<file path="config.mk">
export PLATFORM = sky130hd
export DESIGN_NAME = exp2_seq
export DESIGN_NICKNAME = d
export VERILOG_FILES = /design/src/rtl/exp2_pkg.sv /design/src/rtl/exp2_seq.sv
export SDC_FILE = /design/constraint.sdc
export NUM_CORES = 1
export LEC_CHECK = 0
export ABC_AREA = 1
export CAP_MARGIN = 10
export CORE_UTILIZATION = 45
export CTS_CLUSTER_SIZE = 12
export DETAILED_ROUTE_END_ITERATION = 10
export GPL_TIMING_DRIVEN = 0
export MAX_ROUTING_LAYER = met4
export PLACE_DENSITY = 0.87
export SYNTH_ARGS = -nofsm -noshare
export SYNTH_HDL_FRONTEND = slang
export SYNTH_SLANG_ARGS = --single-unit
</file>
<file path="constraint.sdc">
create_clock -name clk -period 1.3 [get_ports clk]
set_input_delay 0.26 -clock clk [delete_from_list [all_inputs] [get_ports clk]]
set_output_delay 0.26 -clock clk [all_outputs]
set_load 0.1 [all_outputs]
</file>
<file path="src/rtl/exp2_pkg.sv">
// rtl/exp2_pkg.sv - shared state encoding and default width for exp2_seq
package exp2_pkg;

  localparam int EXP2_OUT_W = 8;

  typedef enum logic [1:0] {
    IDLE  = 2'd0,
    SHIFT = 2'd1,
    HOLD  = 2'd2
  } exp2_state_t;

endpackage

</file>
<file path="src/rtl/exp2_seq.sv">
// rtl/exp2_seq.sv - sequential 2^k encoder: shifts a single 1 left k times and holds the one-hot result
module exp2_seq
  import exp2_pkg::*;
#(
  parameter  int OUT_W = EXP2_OUT_W,
  localparam int IN_W  = $clog2(OUT_W)
) (
  input  logic             clk,
  input  logic             rst_n,
  input  logic             in_valid,
  output logic             in_ready,
  input  logic [IN_W-1:0]  in,
  output logic             out_valid,
  input  logic             out_ready,
  output logic [OUT_W-1:0] out,
  output logic             busy
);

  exp2_state_t      r_state;
  exp2_state_t      w_next;
  logic [IN_W-1:0]  r_cnt;
  logic [OUT_W-1:0] r_shreg;

  always_ff @(posedge clk or negedge rst_n) begin
    if (!rst_n) begin
      r_state <= IDLE;
    end else begin
      r_state <= w_next;
    end
  end

  always_comb begin
    w_next = r_state;
    case (r_state)
      IDLE:    if (in_valid) w_next = (in == '0) ? HOLD : SHIFT;
      SHIFT:   if (r_cnt == IN_W'(1)) w_next = HOLD;
      HOLD:    if (out_ready) w_next = IDLE;
      default: w_next = IDLE;
    endcase
  end

  // SHIFT is left at cnt == 1, so the single 1 stops exactly at bit k
  always_ff @(posedge clk or negedge rst_n) begin
    if (!rst_n) begin
      r_cnt   <= '0;
      r_shreg <= '0;
    end else begin
      case (r_state)
        IDLE: begin
          if (in_valid) begin
            r_cnt   <= in;
            r_shreg <= OUT_W'(1);
          end
        end
        SHIFT: begin
          r_cnt   <= r_cnt - IN_W'(1);
          r_shreg <= r_shreg << 1;
        end
        default: ;
      endcase
    end
  end

  assign in_ready  = (r_state == IDLE);
  assign out_valid = (r_state == HOLD);
  assign busy      = (r_state != IDLE);
  assign out       = out_valid ? r_shreg : '0;

endmodule

</file>
Word level (Yosys, flattened, before mapping)
Index checks and enable logic that the tools add are counted.

cells by class
  add/sub/neg operators = 1
  eq/ne operators = 6
  multiplexer cells = 10
  reduce and logical (&&, ||, !) cells = 6

operator list
  cell                                                 number
  2-to-1 mux 8 bit                                     2
  case mux 8 bit (2 select lines)                      1
  2-to-1 mux 2 bit                                     4
  case mux 2 bit (3 select lines)                      1
  case mux 3 bit (2 select lines)                      1
  != test 2 bit, second input constant                 2
  nonzero test 2 bit                                   2
  equality test 3 x 1 -> 1 bit, second input constant  1
  zero test 3 bit                                      1
  2-to-1 mux 3 bit                                     1
  AND reduction 3 bit                                  1
  subtractor 3 x 1 -> 3 bit, second input constant     1
  equality test 2 x 1 -> 1 bit, second input constant  1
  equality test 2 bit, second input constant           1
  zero test 2 bit                                      1
  != test 2 x 1 -> 1 bit, second input constant        1
  AND reduction 2 bit                                  1

storage, ports and cells
  register bits after elaboration = 13
  input bits = 7
  word-level logic and storage cells = 26

Depth between registers and ports, before layout
Gate-level depths: netlist of the first run.

  depth in word-level cells = 4
  gate-level depth with buffers = 7
  gate-level depth less buffers = 7

Worst setup path after synthesis of the first run
OpenSTA, ideal clock, no wires.

  path type = reg-to-output
  start point = register r_state[0]
  end point = output port busy
  arrival = 2.674 ns
  required time = 1.040 ns
  setup slack = -1.634 ns
  stages on the path, launching flop included = 3
  path buffers = 0
  cell sequence = dfrtp_1 > nor2_1 > inv_1

on the way
  cells in the longest elaborated chain, start to end = 1

ends and longest elaborated chain
  element                 line            text
  from (decl)             exp2_seq.sv:19  exp2_state_t r_state;
  from (signal assigned)  exp2_seq.sv:28  r_state <= w_next;
  nonzero test 2 bit      exp2_seq.sv:66  assign busy = (r_state != IDLE);
  to (decl)               exp2_seq.sv:16  output logic busy

No other way between the ends.

Final worst setup path of the first run
  start point = register r_state[1]
  end point = output port out[0]

on the way
  cells in the longest elaborated chain, start to end = 2

ends and longest elaborated chain
  element              line            text
  equality test 2 bit  exp2_seq.sv:65  assign out_valid = (r_state == HOLD);
  2-to-1 mux 8 bit     exp2_seq.sv:67  assign out = out_valid ? r_shreg : '0;
  to (decl)            exp2_seq.sv:15  output logic [OUT_W-1:0] out,

No other way between the ends.

==> results of run 1 <==
## layout make-up
cell class | count | area share, %
plain buffers | 2 | 1.94
repair buffers | 26 | 30.0
clock buffers | 4 | 2.26
well taps | 15 | 1.61
multi-input cells | 53 | 29.5
flip-flops and latches | 13 | 28.1
inverters | 19 | 6.57
## worst paths after layout
| path | to | slack (ps) | startpoint | depth (start not counted) |
|---|---|---|---|---|
| setup / recovery | out[0] | -360 | r_state[1] | 5 |
| hold / removal | r_shreg[5] | 350 | rst_n | 1 |
| setup reg to reg | r_state[1] | 50 | r_state[1] | 6 |
| hold reg to reg | r_cnt[1] | 500 | r_cnt[1] | 2 |
| max in group asynchronous | r_state[0] | 530 | rst_n | 1 |
| min in group clk | r_cnt[1] | 500 | r_cnt[1] | 2 |
## worst reg2reg max path: stages (launching register included)
cell and delay (ps):
dfrtp_1 440, buf_4 160, buf_4 130, nor2_4 150
nand2_1 110, nand3_1 100, nand2_1 70
## per-layer routing
metal | vias to the layer above | wire (um)
li1 | 328 | -
met1 | 322 | 866
met2 | 34 | 1140
met3 | 8 | 115
met4 | 0 | 64
met5 | - | 0
## power by group through the flow
stage / combinational [mW] / clock, mW / sequential (mW)
after floorplan: 1.30 / 0 / 0.653
after global placement: 1.56 / 0 / 0.666
after detailed placement: 1.59 / 0 / 0.674
after CTS: 1.80 / 0.263 / 0.666
after global routing: 2.27 / 0.287 / 0.690
final: 2.15 / 0.262 / 0.683
## cells by family (layout without fill, tap and decap cells)
group	count (synthesis)	count (layout)	share of synthesized area, %
DFF	13	13	48.7
and+or+nand+nor	42	42	26.0
buffers and inverters	21	51	13.5
adders and majority gates	2	2	3.74
AOI/OAI and AO/OA	9	9	8.05
## through the flow
| stage | TNS, ps | worst slack (ps) |
|---|---|---|
| after floorplan | -6260 | -707 |
| after detailed placement | -9560 | -950 |
| final | -3100 | -357 |
| after global routing | -3580 | -440 |
| after global placement | -9300 | -923 |
| after CTS | -2520 | -290 |
## cell usage in the layout, fill, tap and decap left out, drive strengths merged
master and instances:
nand2 26, buf 22, inv 19, dfrtp 13, nor2 12, o22ai 7
clkdlybuf4s50 6, clkbuf 4, nand3 3, ha 2, a21oi 1, or2 1
o21ai 1
## sequential cells by signal (all words and copies together), names as in the netlist
| register | cells |
|---|---|
| r_cnt | 3 |
| r_shreg | 8 |
| r_state | 2 |
## what timing repair did
item | 4_1_cts | 5_1_grt
pin swaps | 1 | 1
setup endpoints to repair | 11 | 13
cloned | 0 | 1
gates resized for setup | 98 | 11
endpoints found under the hold margin | 0 | 0
setup buffers | 3 | 6
hold buffers | 0 | 0
==> results.json, run 1 <==
{
  "outcome": "finished, violations left",
  "power_density_nw_per_um2": 2660,
  "avgSynthCellArea_um2": 7.68,
  "use_met2_pct": 44.0,
  "period_share_pct": 127,
  "clock_sinks": 13,
  "async_flop_share_pct": 100,
  "clockBufferDepth": 2,
  "finClkSkew_ps": 1.28,
  "final_util_pct": 87.1,
  "dieArea_um2": 1640,
  "hp-class": "input port to asynchronous set/reset pin",
  "cts-root-buf": "clkbuf_4",
  "design_area_um2": 1160,
  "vias": 692,
  "drv_cap": 0,
  "antenna_found_initial": 0,
  "viasPerCell": 5.24,
  "postPlaceCellArea_um2": 930,
  "clock_latency_ps": 280,
  "cts_made_buffers": 3,
  "path_cells": "inv_2 -> nor2_4 -> inv_6 -> nor2_4 -> buf_12",
  "grt_pass1_wl_um": 2580,
  "drc": 0,
  "multi_input_area_um2": 343,
  "clkTransAtPathRegs_ps": 80,
  "cts_max_level": 1,
  "fmax_mhz": 604,
  "layoutNonFillerInstCount": 132,
  "path_max_fanout": 9,
  "worstSetupPathType": "register to primary output",
  "final_hold_viol_count": 0,
  "avgRoutedWirePerCell_um": 16.6,
  "dpl.cell_count": 119,
  "die_w_um": 40.5,
  "place_hpwl_um": 1070,
  "place.gp.congestion": 0.774,
  "crit_top_cell": "nor2_4",
  "seq_area_frac_synth_pct": 48.7,
  "comb_power_share_pct": 69.5,
  "cp_slowest_stage_delay_ps": 440,
  "intPower_mw": 1.46,
  "io_buffers": 17,
  "die_h_um": 40.5,
  "holdWs_ps": 350,
  "n_fill_cell": 62,
  "ys.flop_type": "dfrtp_1",
  "grt_pass1_vias": 594,
  "insertedDiodeCount": 0,
  "ys_ff_latch": 13,
  "seqPwrFrac_pct": 22.0,
  "worst_slew_pin_slew_ps": 601,
  "required_ps": 1040,
  "synth.top_cell.area_share_pct": 48.7,
  "start_kind": "register",
  "drtPass1Iterations": 4,
  "use_met1_pct": 28.8,
  "cts_tree": "yes",
  "antenna_left": 0,
  "core_area_um2": 1330,
  "regArea_um2": 327,
  "critical_path_buf_inv_count": 3,
  "violations": "negative setup slack",
  "synth_edf_count": 0,
  "syn_inst": 87,
  "fin_nets": 127,
  "initial_core_util_pct": 50.1,
  "crit_arrival_ps": 1400,
  "crit_slowest_cell": "dfrtp_1",
  "grt_max_degree": 14,
  "endpoint_kind": "primary output",
  "syn_nets": 96,
  "synth_commonest_cells": "nand2_1 (26), inv_1 (17), dfrtp_1 (13)",
  "cellLeakagePower_nw": 0.550,
  "relSlewSlack_pct": 59.8,
  "placementRows": 13,
  "ir_worst_vdd_mv": 1.40,
  "yosysWarnings": 0,
  "clkPwrFrac_pct": 8.5,
  "power.switching_mw": 1.64,
  "synth_most_common_cell": "nand2_1",
  "setup_slack_ps": -357,
  "min_period_ps": 1660,
  "finalSetupViolCount": 11,
  "busiest_layer": "met2",
  "rsz0062_at_grt": "yes",
  "grtUsageMet3_pct": 5.00,
  "drt_iter0_drc": 22,
  "yosys-top-cells-area": "dfrtp_1 (49%), nand2_1 (15%), inv_1 (9.6%), o22ai_1 (6.6%), nor2_1 (5.6%)",
  "path_delay_family": "flip-flops",
  "grt.total_usage_pct": 26.3,
  "yosysTopAreaCell": "dfrtp_1",
  "yosys.cell_types.count": 15,
  "drv_slew": 0,
  "area_growth_pct": 74.0,
  "total_power_mw": 3.10,
  "io_pins": 18,
  "drive_gt1_share_pct": 36.8,
  "p_sw_share_pct": 52.9,
  "wl_um": 2190,
  "overflow": 0,
  "synth_area_um2": 668
}
Note: power is estimated with default switching activity, not from simulation.
==> run 2: changes to the inputs <==
--- a/config.mk
+++ b/config.mk
@@ -16,3 +16,4 @@
 export SYNTH_ARGS = -nofsm -noshare
 export SYNTH_HDL_FRONTEND = slang
 export SYNTH_SLANG_ARGS = --single-unit
+export TNS_END_PERCENT = 50
==> run 2 against run 1 <==
Against the previous run: the run still ends with negative setup slack left; register-to-register slack improved by 70 ps; power down 13%; maximum frequency up 6.4%; combinational power down 17%; flip-flop and latch count did not move; die area stayed put; design area fell by 8.5%; non-clock buffer count is 7 lower; via count shrank 11%; hold slack better by 8.7 ps; count of clock-buffer cells in the layout fell by 1; core utilization is 7.4 points lower; critical endpoint unchanged.
==> results.json, run 2 (synthesis results as in run 1) <==
{
  "start_kind": "register",
  "clock_sinks": 13,
  "vias": 615,
  "fin_nets": 120,
  "path_delay_family": "flip-flops",
  "path_cells": "nor2_4 -> inv_6 -> nor2_4 -> buf_12",
  "violations": "negative setup slack",
  "io_pins": 18,
  "final_hold_viol_count": 0,
  "crit_slowest_cell": "dfrtp_2",
  "area_growth_pct": 59.2,
  "clock_latency_ps": 270,
  "antenna_found_initial": 0,
  "rr_startpoint": "r_state[0]",
  "fin_tns_setup_ps": -2170,
  "finalSetupViolCount": 11,
  "drive_gt1_share_pct": 30.9,
  "top_register": "r_shreg",
  "final_util_pct": 79.7,
  "relSlewSlack_pct": 60.0,
  "antenna_left": 0,
  "worst_slew_pin_slew_ps": 598,
  "crit_arrival_ps": 1300,
  "core_area_um2": 1330,
  "dieArea_um2": 1640,
  "largest_register_ff_count": 8,
  "p_sw_share_pct": 53.8,
  "mostFrequentLayoutCell": "nand2_1",
  "cellLeakagePower_nw": 0.503,
  "viasPerCell": 4.92,
  "fmax_mhz": 642,
  "endpoint_kind": "primary output",
  "die_w_um": 40.5,
  "cts_tree": "yes",
  "avgRoutedWirePerCell_um": 11.9,
  "initial_core_util_pct": 50.1,
  "clockBufferDepth": 2,
  "pre_cts_ws_ps": -933,
  "drt_iter0_drc": 22,
  "grt.total_usage_pct": 24.7,
  "hp-class": "input port to asynchronous set/reset pin",
  "layoutNonFillerInstCount": 125,
  "insertedDiodeCount": 0,
  "overflow": 0,
  "outcome": "finished, violations left",
  "drv_cap": 0,
  "comb_power_share_pct": 66.1,
  "rr_worst_depth": 6,
  "power_density_nw_per_um2": 2530,
  "largest_registers": "r_shreg x8, r_cnt x3, r_state x2",
  "cp.depth": 4,
  "total_power_mw": 2.69,
  "cts_made_buffers": 3,
  "rsz0062_at_grt": "yes",
  "drtPass1Iterations": 4,
  "intPower_mw": 1.24,
  "cp_slowest_stage_delay_ps": 450,
  "ir_worst_vdd_mv": 1.32,
  "min_period_ps": 1560,
  "grt_pass1_wl_um": 2450,
  "required_ps": 1040,
  "die_h_um": 40.5,
  "critical_path_buf_inv_count": 2,
  "place_hpwl_um": 1020,
  "cp-startpoint": "r_state[0]",
  "seqPwrFrac_pct": 24.7,
  "clkPwrFrac_pct": 9.1,
  "worstSetupPathType": "register to primary output",
  "power.switching_mw": 1.45,
  "drv_slew": 0,
  "grt_pass1_vias": 586,
  "cts_max_level": 1,
  "grt_max_degree": 14,
  "clkTransAtPathRegs_ps": 80,
  "placementRows": 13,
  "crit_top_cell": "nor2_4",
  "period_share_pct": 120,
  "final_cell_mix": "nand2_1 (26), inv_1 (17), dfrtp_1 (11)",
  "path_max_fanout": 9,
  "place.gp.congestion": 0.741,
  "drc": 0,
  "cts-root-buf": "clkbuf_4",
  "io_buffers": 17,
  "setup_slack_ps": -258,
  "dpl.cell_count": 119,
  "finClkSkew_ps": 1.71,
  "wl_um": 1490
}
[run 2: cell count changes in the layout (fill, tap and decap cells not counted), sizes merged]
| cell | previous run | this run |
|---|---|---|
| buf | 22 | 15 |
| clkbuf | 4 | 3 |
| clkinv | 0 | 1 |
[run 2: power by group through the flow]
stage          clock, mW  combinational, mW  sequential [mW]
2_1_floorplan          0               1.30            0.653
3_3_place_gp           0               1.56            0.666
3_5_place_dp           0               1.60            0.669
4_1_cts            0.252               1.74            0.664
5_1_grt            0.277               1.93            0.680
6_report           0.246               1.78            0.665
[run 2: final cells by class]
type,count,area [um2]
Clock buffer,3,22.5
Clock inverter,1,5.00
Multi-Input combinational cell,53,320
Fill cell,83,270
Buffer,2,18.8
Timing Repair Buffer,19,274
Inverter,19,76.3
Sequential cell,13,328
Tap cell,15,18.8
[run 2: worst register-to-register path, cell delays in order (launching register included)]
cell,delay [ps]
dfrtp_2,450
buf_4,150
nand2_1,100
buf_4,190
o21ai_0,100
nand2_1,60
nand2_1,40
[run 2: what timing repair did]
action | 4_1_cts | 5_1_grt
pin swaps | 1 | 0
hold endpoints to repair | 0 | 0
resized for setup | 95 | 1
hold buffers | 0 | 0
setup buffers | 1 | 1
setup endpoints to repair | 11 | 11
[run 2: worst paths after layout]
| kind | slack (ps) | to |
|---|---|---|
| worst max-delay path | -260 | out[0] |
| worst min-delay path | 360 | r_shreg[5] |
| worst max register to register | 120 | r_cnt[2] |
| worst min register to register | 490 | r_cnt[1] |
| max in group asynchronous | 520 | r_state[0] |
| min in group clk | 490 | r_cnt[1] |
[run 2: per-stage QoR]
step	hold slack [ps]	instance area, um2
2_1_floorplan	-35.6	741
3_3_place_gp	467	930
3_5_place_dp	471	930
4_1_cts	362	1050
5_1_grt	397	1060
6_report	358	1060
[run 2: routing by layer]
layer	GRT usage, %	vias up	wire, um
met3	6.67	4	57
met1	28.1	287	618
li1	-	311	-
met4	10.0	0	21
met5	-	-	0
met2	40.9	13	796
